[config.mk]
export PLATFORM = sky130hd
export DESIGN_NAME = firebird7_in_gate1_tessent_data_mux_ctrl
export DESIGN_NICKNAME = d
export VERILOG_FILES = /design/src/rtl/firebird7_in_gate1_tessent_data_mux_ctrl.sv
export SDC_FILE = /design/constraint.sdc
export NUM_CORES = 1
export LEC_CHECK = 0
export CORE_ASPECT_RATIO = 2
export CORE_MARGIN = 2
export CORE_UTILIZATION = 24
export CTS_CLUSTER_SIZE = 12
export DETAILED_ROUTE_END_ITERATION = 6
export REMOVE_ABC_BUFFERS = 1
export SYNTH_ARGS = -nofsm -noshare
export SYNTH_HDL_FRONTEND = slang
export SYNTH_SLANG_ARGS = --single-unit
[constraint.sdc]
create_clock -name ijtag_tck -period 1.95 [get_ports ijtag_tck]
set_clock_uncertainty 0.2 [all_clocks]
set_input_delay 0.4875 -clock ijtag_tck [delete_from_list [all_inputs] [get_ports ijtag_tck]]
set_output_delay 0.4875 -clock ijtag_tck [all_outputs]
set_load 0.005 [all_outputs]
[src/rtl/firebird7_in_gate1_tessent_data_mux_ctrl.sv]
// rtl/firebird7_in_gate1_tessent_data_mux_ctrl.sv - IJTAG TDR segment and glitch-safe hand-off sequencer for a tessent_data_mux
module firebird7_in_gate1_tessent_data_mux_ctrl #(
  parameter int WIDTH         = 3,
  parameter int SETTLE_CYCLES = 2
) (
  input  logic             ijtag_tck,
  input  logic             ijtag_reset,
  input  logic             ijtag_sel,
  input  logic             ijtag_ce,
  input  logic             ijtag_se,
  input  logic             ijtag_ue,
  input  logic             ijtag_si,
  output logic             ijtag_so,
  input  logic [WIDTH-1:0] functional_data_in,
  output logic [WIDTH-1:0] mux_data_out,
  output logic             mux_select_out,
  output logic             busy
);

  localparam int CNT_W = $clog2(SETTLE_CYCLES + 1);
  localparam logic [CNT_W-1:0] CNT_LOAD = CNT_W'(SETTLE_CYCLES - 1);
  localparam logic [CNT_W-1:0] CNT_ONE  = CNT_W'(1);

  typedef enum logic [1:0] {
    ST_FUNC,
    ST_SET_ON,
    ST_OVR,
    ST_SET_OFF
  } state_t;

  logic [WIDTH:0]   r_sr;
  logic [WIDTH-1:0] r_data;
  logic             r_select;
  logic             r_target;
  logic             r_busy;
  logic [CNT_W-1:0] r_cnt;
  state_t           r_state;

  logic w_cap;
  logic w_shift;
  logic w_upd;
  logic w_target_nxt;

  // Segment ops are qualified by ijtag_sel and prioritised ce > se > ue.
  assign w_cap   = ijtag_sel & ijtag_ce;
  assign w_shift = ijtag_sel & ~ijtag_ce & ijtag_se;
  assign w_upd   = ijtag_sel & ~ijtag_ce & ~ijtag_se & ijtag_ue;

  // A late update landing on the settle-end edge still decides the outcome.
  assign w_target_nxt = w_upd ? r_sr[WIDTH] : r_target;

  always_ff @(posedge ijtag_tck) begin
    if (!ijtag_reset) begin
      r_sr     <= '0;
      r_data   <= '0;
      r_select <= 1'b0;
      r_target <= 1'b0;
      r_busy   <= 1'b0;
      r_cnt    <= '0;
      r_state  <= ST_FUNC;
    end else begin
      if (w_cap) begin
        r_sr <= {r_select, functional_data_in};
      end else if (w_shift) begin
        r_sr <= {ijtag_si, r_sr[WIDTH:1]};
      end

      if (w_upd) begin
        r_data   <= r_sr[WIDTH-1:0];
        r_target <= r_sr[WIDTH];
      end

      case (r_state)
        ST_FUNC: begin
          if (w_upd && r_sr[WIDTH]) begin
            r_state <= ST_SET_ON;
            r_cnt   <= CNT_LOAD;
            r_busy  <= 1'b1;
          end
        end
        ST_SET_ON: begin
          if (r_cnt == '0) begin
            r_busy <= 1'b0;
            if (w_target_nxt) begin
              r_state  <= ST_OVR;
              r_select <= 1'b1;
            end else begin
              r_state <= ST_FUNC;
            end
          end else begin
            r_cnt <= r_cnt - CNT_ONE;
          end
        end
        ST_OVR: begin
          if (w_upd && !r_sr[WIDTH]) begin
            r_state  <= ST_SET_OFF;
            r_select <= 1'b0;
            r_cnt    <= CNT_LOAD;
            r_busy   <= 1'b1;
          end
        end
        ST_SET_OFF: begin
          if (r_cnt == '0) begin
            if (w_target_nxt) begin
              r_state <= ST_SET_ON;
              r_cnt   <= CNT_LOAD;
            end else begin
              r_state <= ST_FUNC;
              r_busy  <= 1'b0;
            end
          end else begin
            r_cnt <= r_cnt - CNT_ONE;
          end
        end
        default: begin
          r_state  <= ST_FUNC;
          r_select <= 1'b0;
          r_busy   <= 1'b0;
          r_cnt    <= '0;
        end
      endcase
    end
  end

  assign ijtag_so       = r_sr[0];
  assign mux_data_out   = r_data;
  assign mux_select_out = r_select;
  assign busy           = r_busy;

endmodule

# Word-level counts from Yosys, hierarchy flattened
# Index checks and enable logic that the tools add are counted.
# totals
output_inout_bits,6
elab_cells,62
register_bits,14
# op_classes
eq_ne,11
n_reduce_logical,11
muxes,25
add_sub_neg,1
bitwise_logic,7
# op_table
operator,count
2-bit 2-to-1 mux,9
2-bit case mux with 4 select lines,2
"2-bit inequality test, second input constant",7
4-bit AND reduction,3
1-bit 2-to-1 mux,10
4-bit 2-to-1 mux,2
1-bit AND,5
5-bit AND reduction,1
"2-bit == test, second input constant",2
2-bit logical NOT,2
1-bit case mux with 4 select lines,1
2-bit nonzero test,2
"3-bit inequality test, second input constant",1
"2-bit by 1-bit == test with 1-bit output, second input constant",1
1-bit logical AND,2
1-bit NOT,2
1-bit case mux with 2 select lines,1
"2-bit by 1-bit subtractor with 2-bit output, second input constant",1
1-bit logical NOT,1

# Logic depth before layout (Yosys ltp)
# logic_depth
ltp_word,8
depth_mapped,6
depth_no_buf,5

# Worst setup path after synthesis
# Ideal clock, no wire load.
# synth_path
kind,input -> register
start,in ijtag_ce
end,reg r_busy (netlist: busy)
setup_ns,0.116
path_stages,6
setup_slack_ns,0.041
t_required_ns,1.634
path_buffers,2
t_arrival_ns,1.593
cell_sequence,buf_4 and4bb_2 buf_6 mux2i_1 o21bai_1 a31o_2
# synth_between
elab_chain_len,7
elab_cells_between_ends,11
classes_between,eq/ne (3); mux (1); bitwise (4); reduce/logical (3)
# synth_lines
item,line,text
from (decl),9,"input logic ijtag_ce,"
1-bit NOT *,47,assign w_upd = ijtag_sel & ~ijtag_ce & ~ijtag_se & ijtag_ue;
1-bit AND * (3 in series),47,
"1-bit 2-to-1 mux, or another cell as far along",50,assign w_target_nxt = w_upd ? r_sr[WIDTH] : r_target;
2-bit inequality test (no source line),n/a,
5-bit AND reduction (no source line) *,n/a,
to (signal assigned),58,r_busy <= 1'b0;
to (signal assigned),78,r_busy <= 1'b1;
to (signal assigned),83,r_busy <= 1'b0;
to (decl),35,logic r_busy;
# Mark *: on every way between the ends. The rest lies on a longest branch, timed or not.
# A chain may end at the register's enable or synchronous reset.

# Final worst setup path
# layout_path
start,in ijtag_ue
end,reg r_select (netlist: mux_select_out)
# layout_between
elab_chain_len,4
elab_cells_between_ends,6
classes_between,eq/ne (2); mux (1); bitwise (1); reduce/logical (2)
# layout_lines
item,line,text
from (decl),11,"input logic ijtag_ue,"
1-bit AND *,47,
1-bit 2-to-1 mux or 1-bit logical AND (tied branches),"50, 95",
2-bit inequality test (no source line),n/a,
4-bit AND reduction (no source line) *,n/a,
to (signal assigned),56,r_select <= 1'b0;
to (signal assigned),86,r_select <= 1'b1;
to (signal assigned),97,r_select <= 1'b0;
to (decl),33,logic r_select;
# Marks and branches as above.

==> run summary <==
Final setup TNS = 0 ns
Setup-failing EPs final = 0
CTS tree = yes
Total area of sequential cells = 280 sq um
First-pass GRT wire length = 2710 um
Area growth syn-to-layout = 41.2%
Detailed router's first-iteration violation count = 10
Nets = 111
Largest cells by area after synthesis = dfxtp_1 40%, mux2i_1 13%, o21ai_0 5.0%, nor2b_1 4.5%, a21oi_1 4.3%
Fin crit share = 97.4%
Die Area = 3390 sq um
Synth warnings = 0
Slew HR = 78.4%
Yosys top cell area share = 40.0%
Async SR Flop Fraction = 0%
Total Power = 603 uW
Min Tclk post-route = 1.90 ns
Final GP Congestion = 0.811
R2r setup slk = 0.39 ns
Worst Hold Slack = 0.294 ns
Hold Startpoint = r_cnt[1]
Reg2Reg Depth = 3
DPL Wire Length = 1210 um
Antenna violations before repair = 0
Router iterations before antenna repair = 4
Main combinational cell family by area after synthesis = simple AND/OR/NAND/NOR gates
Worst Setup End Kind = register
Root Driver = clkbuf_8
Port Buffer Count = 15
Cell Count, Final, Fillers Out = 126
Synth top cells by count = 14 x dfxtp_1, 9 x mux2i_1, 7 x o21ai_0
Row Count = 27
Global-route usage over all layers = 10.6%
P per Cell Area = 609 nW/um^2
Worst-path maximum fanout = 6
Post-synthesis sequential area ratio = 40.0%
Average wire per standard cell = 12.5 um
Post-synth EDFFs = 0
Combinational group share of total power = 11.8%
Post-synthesis mux area share = 12.9%
Seq pwr share = 50.0%
PnR worst setup slack = 0.0514 ns
Sw frac = 21.1%
Cell Area, Synth = 701 sq um
Post-Synth Adder-Cell Area = 3.57%
Leak = 0.000416 uW
Clk pin slew, worst setup/hold paths = 0.05 ns
Xor-xnor portion of the synthesized cell area = 2.50%
Pre-CTS setup slack = -0.302 ns
DRT antenna net count = 0
Compound-cell area share of the yosys netlist = 17.3%
Detailed-route DRC error count = 0
Synthesis-stage register bit count = 14
Max-cap violations = 0
Vias in the first global route = 651
Placed cells = 122
Worst-Margin Slew = 0.323 ns
Max clock buf depth = 2
Number of diodes = 0
Top-count cell post-synth = dfxtp_1
Layout cells sized above 1 = 15.5%
Hold Path Depth = 2
CTS buffer count = 3
Max Freq = 527 MHz
Worst Path Arrival = 1.83 ns
Final wirelength = 1580 um
Final hold viol count = 0
CP startpoint kind = input pin
Capturing point of the worst reg2reg path = mux_select_out
Ys flop type = dfxtp_1
Core area = 2770 sq um
Simple-gate share of the synthesized area = 17.9%
Htree depth = 1
Fillers = 292
Area of the multi-input gates = 395 sq um
Clk network pwr share = 38.2%
Mean Syn Cell Area = 9.34 sq um
GR Overflow Total = 0
Yosys cell types = 26
Max Slew Vio Count = 0
Outcome = completed
Die Height = 80.4 um
Hold endpoint = r_cnt[1]
Hold buffers post-CTS = 0
Ports = 16
Vias = 602
Required @ worst endpoint = 1.88 ns
Horiz. Die Dim = 42.2 um
Critical path class = input pin to register
Later-pin clock latency in the skew report = 0.24 ns
Type of the tightest min-delay check = register to register
CTS Sinks = 14
Net Sw Power = 128 uW
Largest net degree at the start of global routing = 11
Gate Count Post-Synth = 75
Int Power = 476 uW
RSZ-0062 raised after global routing = false
Area leader, netlist = dfxtp_1
Worst VDD drop = 389 uV
Vias/cell = 4.78
Initial Utilization = 25.3%
timing repair:
| action | CTS | global route |
|---|---|---|
| setup endpoints to repair | 3 | 5 |
| buffers inserted | 0 | 1 |
| pin swaps | 2 | 1 |
| gates resized for setup | 3 | 3 |
cell families after synthesis:
family,count (synthesis)
AO/OA/AOI/OAI,20
AND/OR/NAND/NOR,20
flip-flops,14
multiplexers,9
buffers and inverters,8
XOR/XNOR,2
adder cells (fa/ha/maj),2
state kept, by name, summed over array words and instances, names as in the netlist, named ones only:
signal          flops
busy                1
r_target            1
r_cnt               2
r_state             1
mux_data_out        3
mux_select_out      1
r_sr                4
area by class of cell:
type / count / area share (%)
inverter: 3 / 1.14
clock buffer: 3 / 4.17
sequential: 14 / 28.3
tap: 29 / 3.67
timing repair buffer: 24 / 22.8
multi-input combinational: 53 / 39.9
how the worst max path moves through the flow:
stage,start,to,cells past startpoint
floorplan,ijtag_ce,busy,4
global placement,ijtag_se,busy,5
detailed placement,ijtag_se,busy,5
CTS,ijtag_se,r_cnt[1],6
global route,ijtag_ue,busy,5
finish,ijtag_ue,mux_select_out,4
stage by stage:
step	util, %	instance area, sq um
final	35.7	990
after global routing	35.7	990
after CTS	35.2	975
after detailed placement	33.1	917
after global placement	33.1	917
after floorplan	-	671
critical path, cell delays in order:
cell and delay (ns):
clkdlybuf4s50_1 0.45, and4bb_4 0.30, or4b_1 0.44, o211a_1 0.14
layout by cell type (no fill, tap or decap), types with 3 or more instances in the layout:
| cell type | instances |
|---|---|
| nand2_1 | 5 |
| dfxtp_1 | 14 |
| inv_1 | 3 |
| o21ai_0 | 7 |
| mux2i_1 | 8 |
| nor2b_1 | 5 |
| a21oi_1 | 6 |
| dlymetal6s2s_1 | 3 |
| clkdlybuf4s50_1 | 12 |
| buf_4 | 9 |
| clkbuf_8 | 3 |
| nand2b_1 | 4 |
power groups by stage:
stage / Clock (uW) / Sequential (uW) / Combinational [uW]
final: 230 / 302 / 71.2
after floorplan: 0 / 305 / 25.4
after global placement: 0 / 308 / 70.3
after CTS: 239 / 302 / 72.4
after detailed placement: 0 / 307 / 70.2
after global routing: 254 / 303 / 79.0
layer usage:
layer | global-route usage, % | up-vias | share of wire (%)
li1 | - | 307 | -
met1 | 10.0 | 274 | 39
met2 | 19.5 | 15 | 53
met3 | 3.37 | 6 | 5.5
met4 | 5.63 | 0 | 2.5
met5 | 0 | - | 0
(Power assumes the default switching activity.)
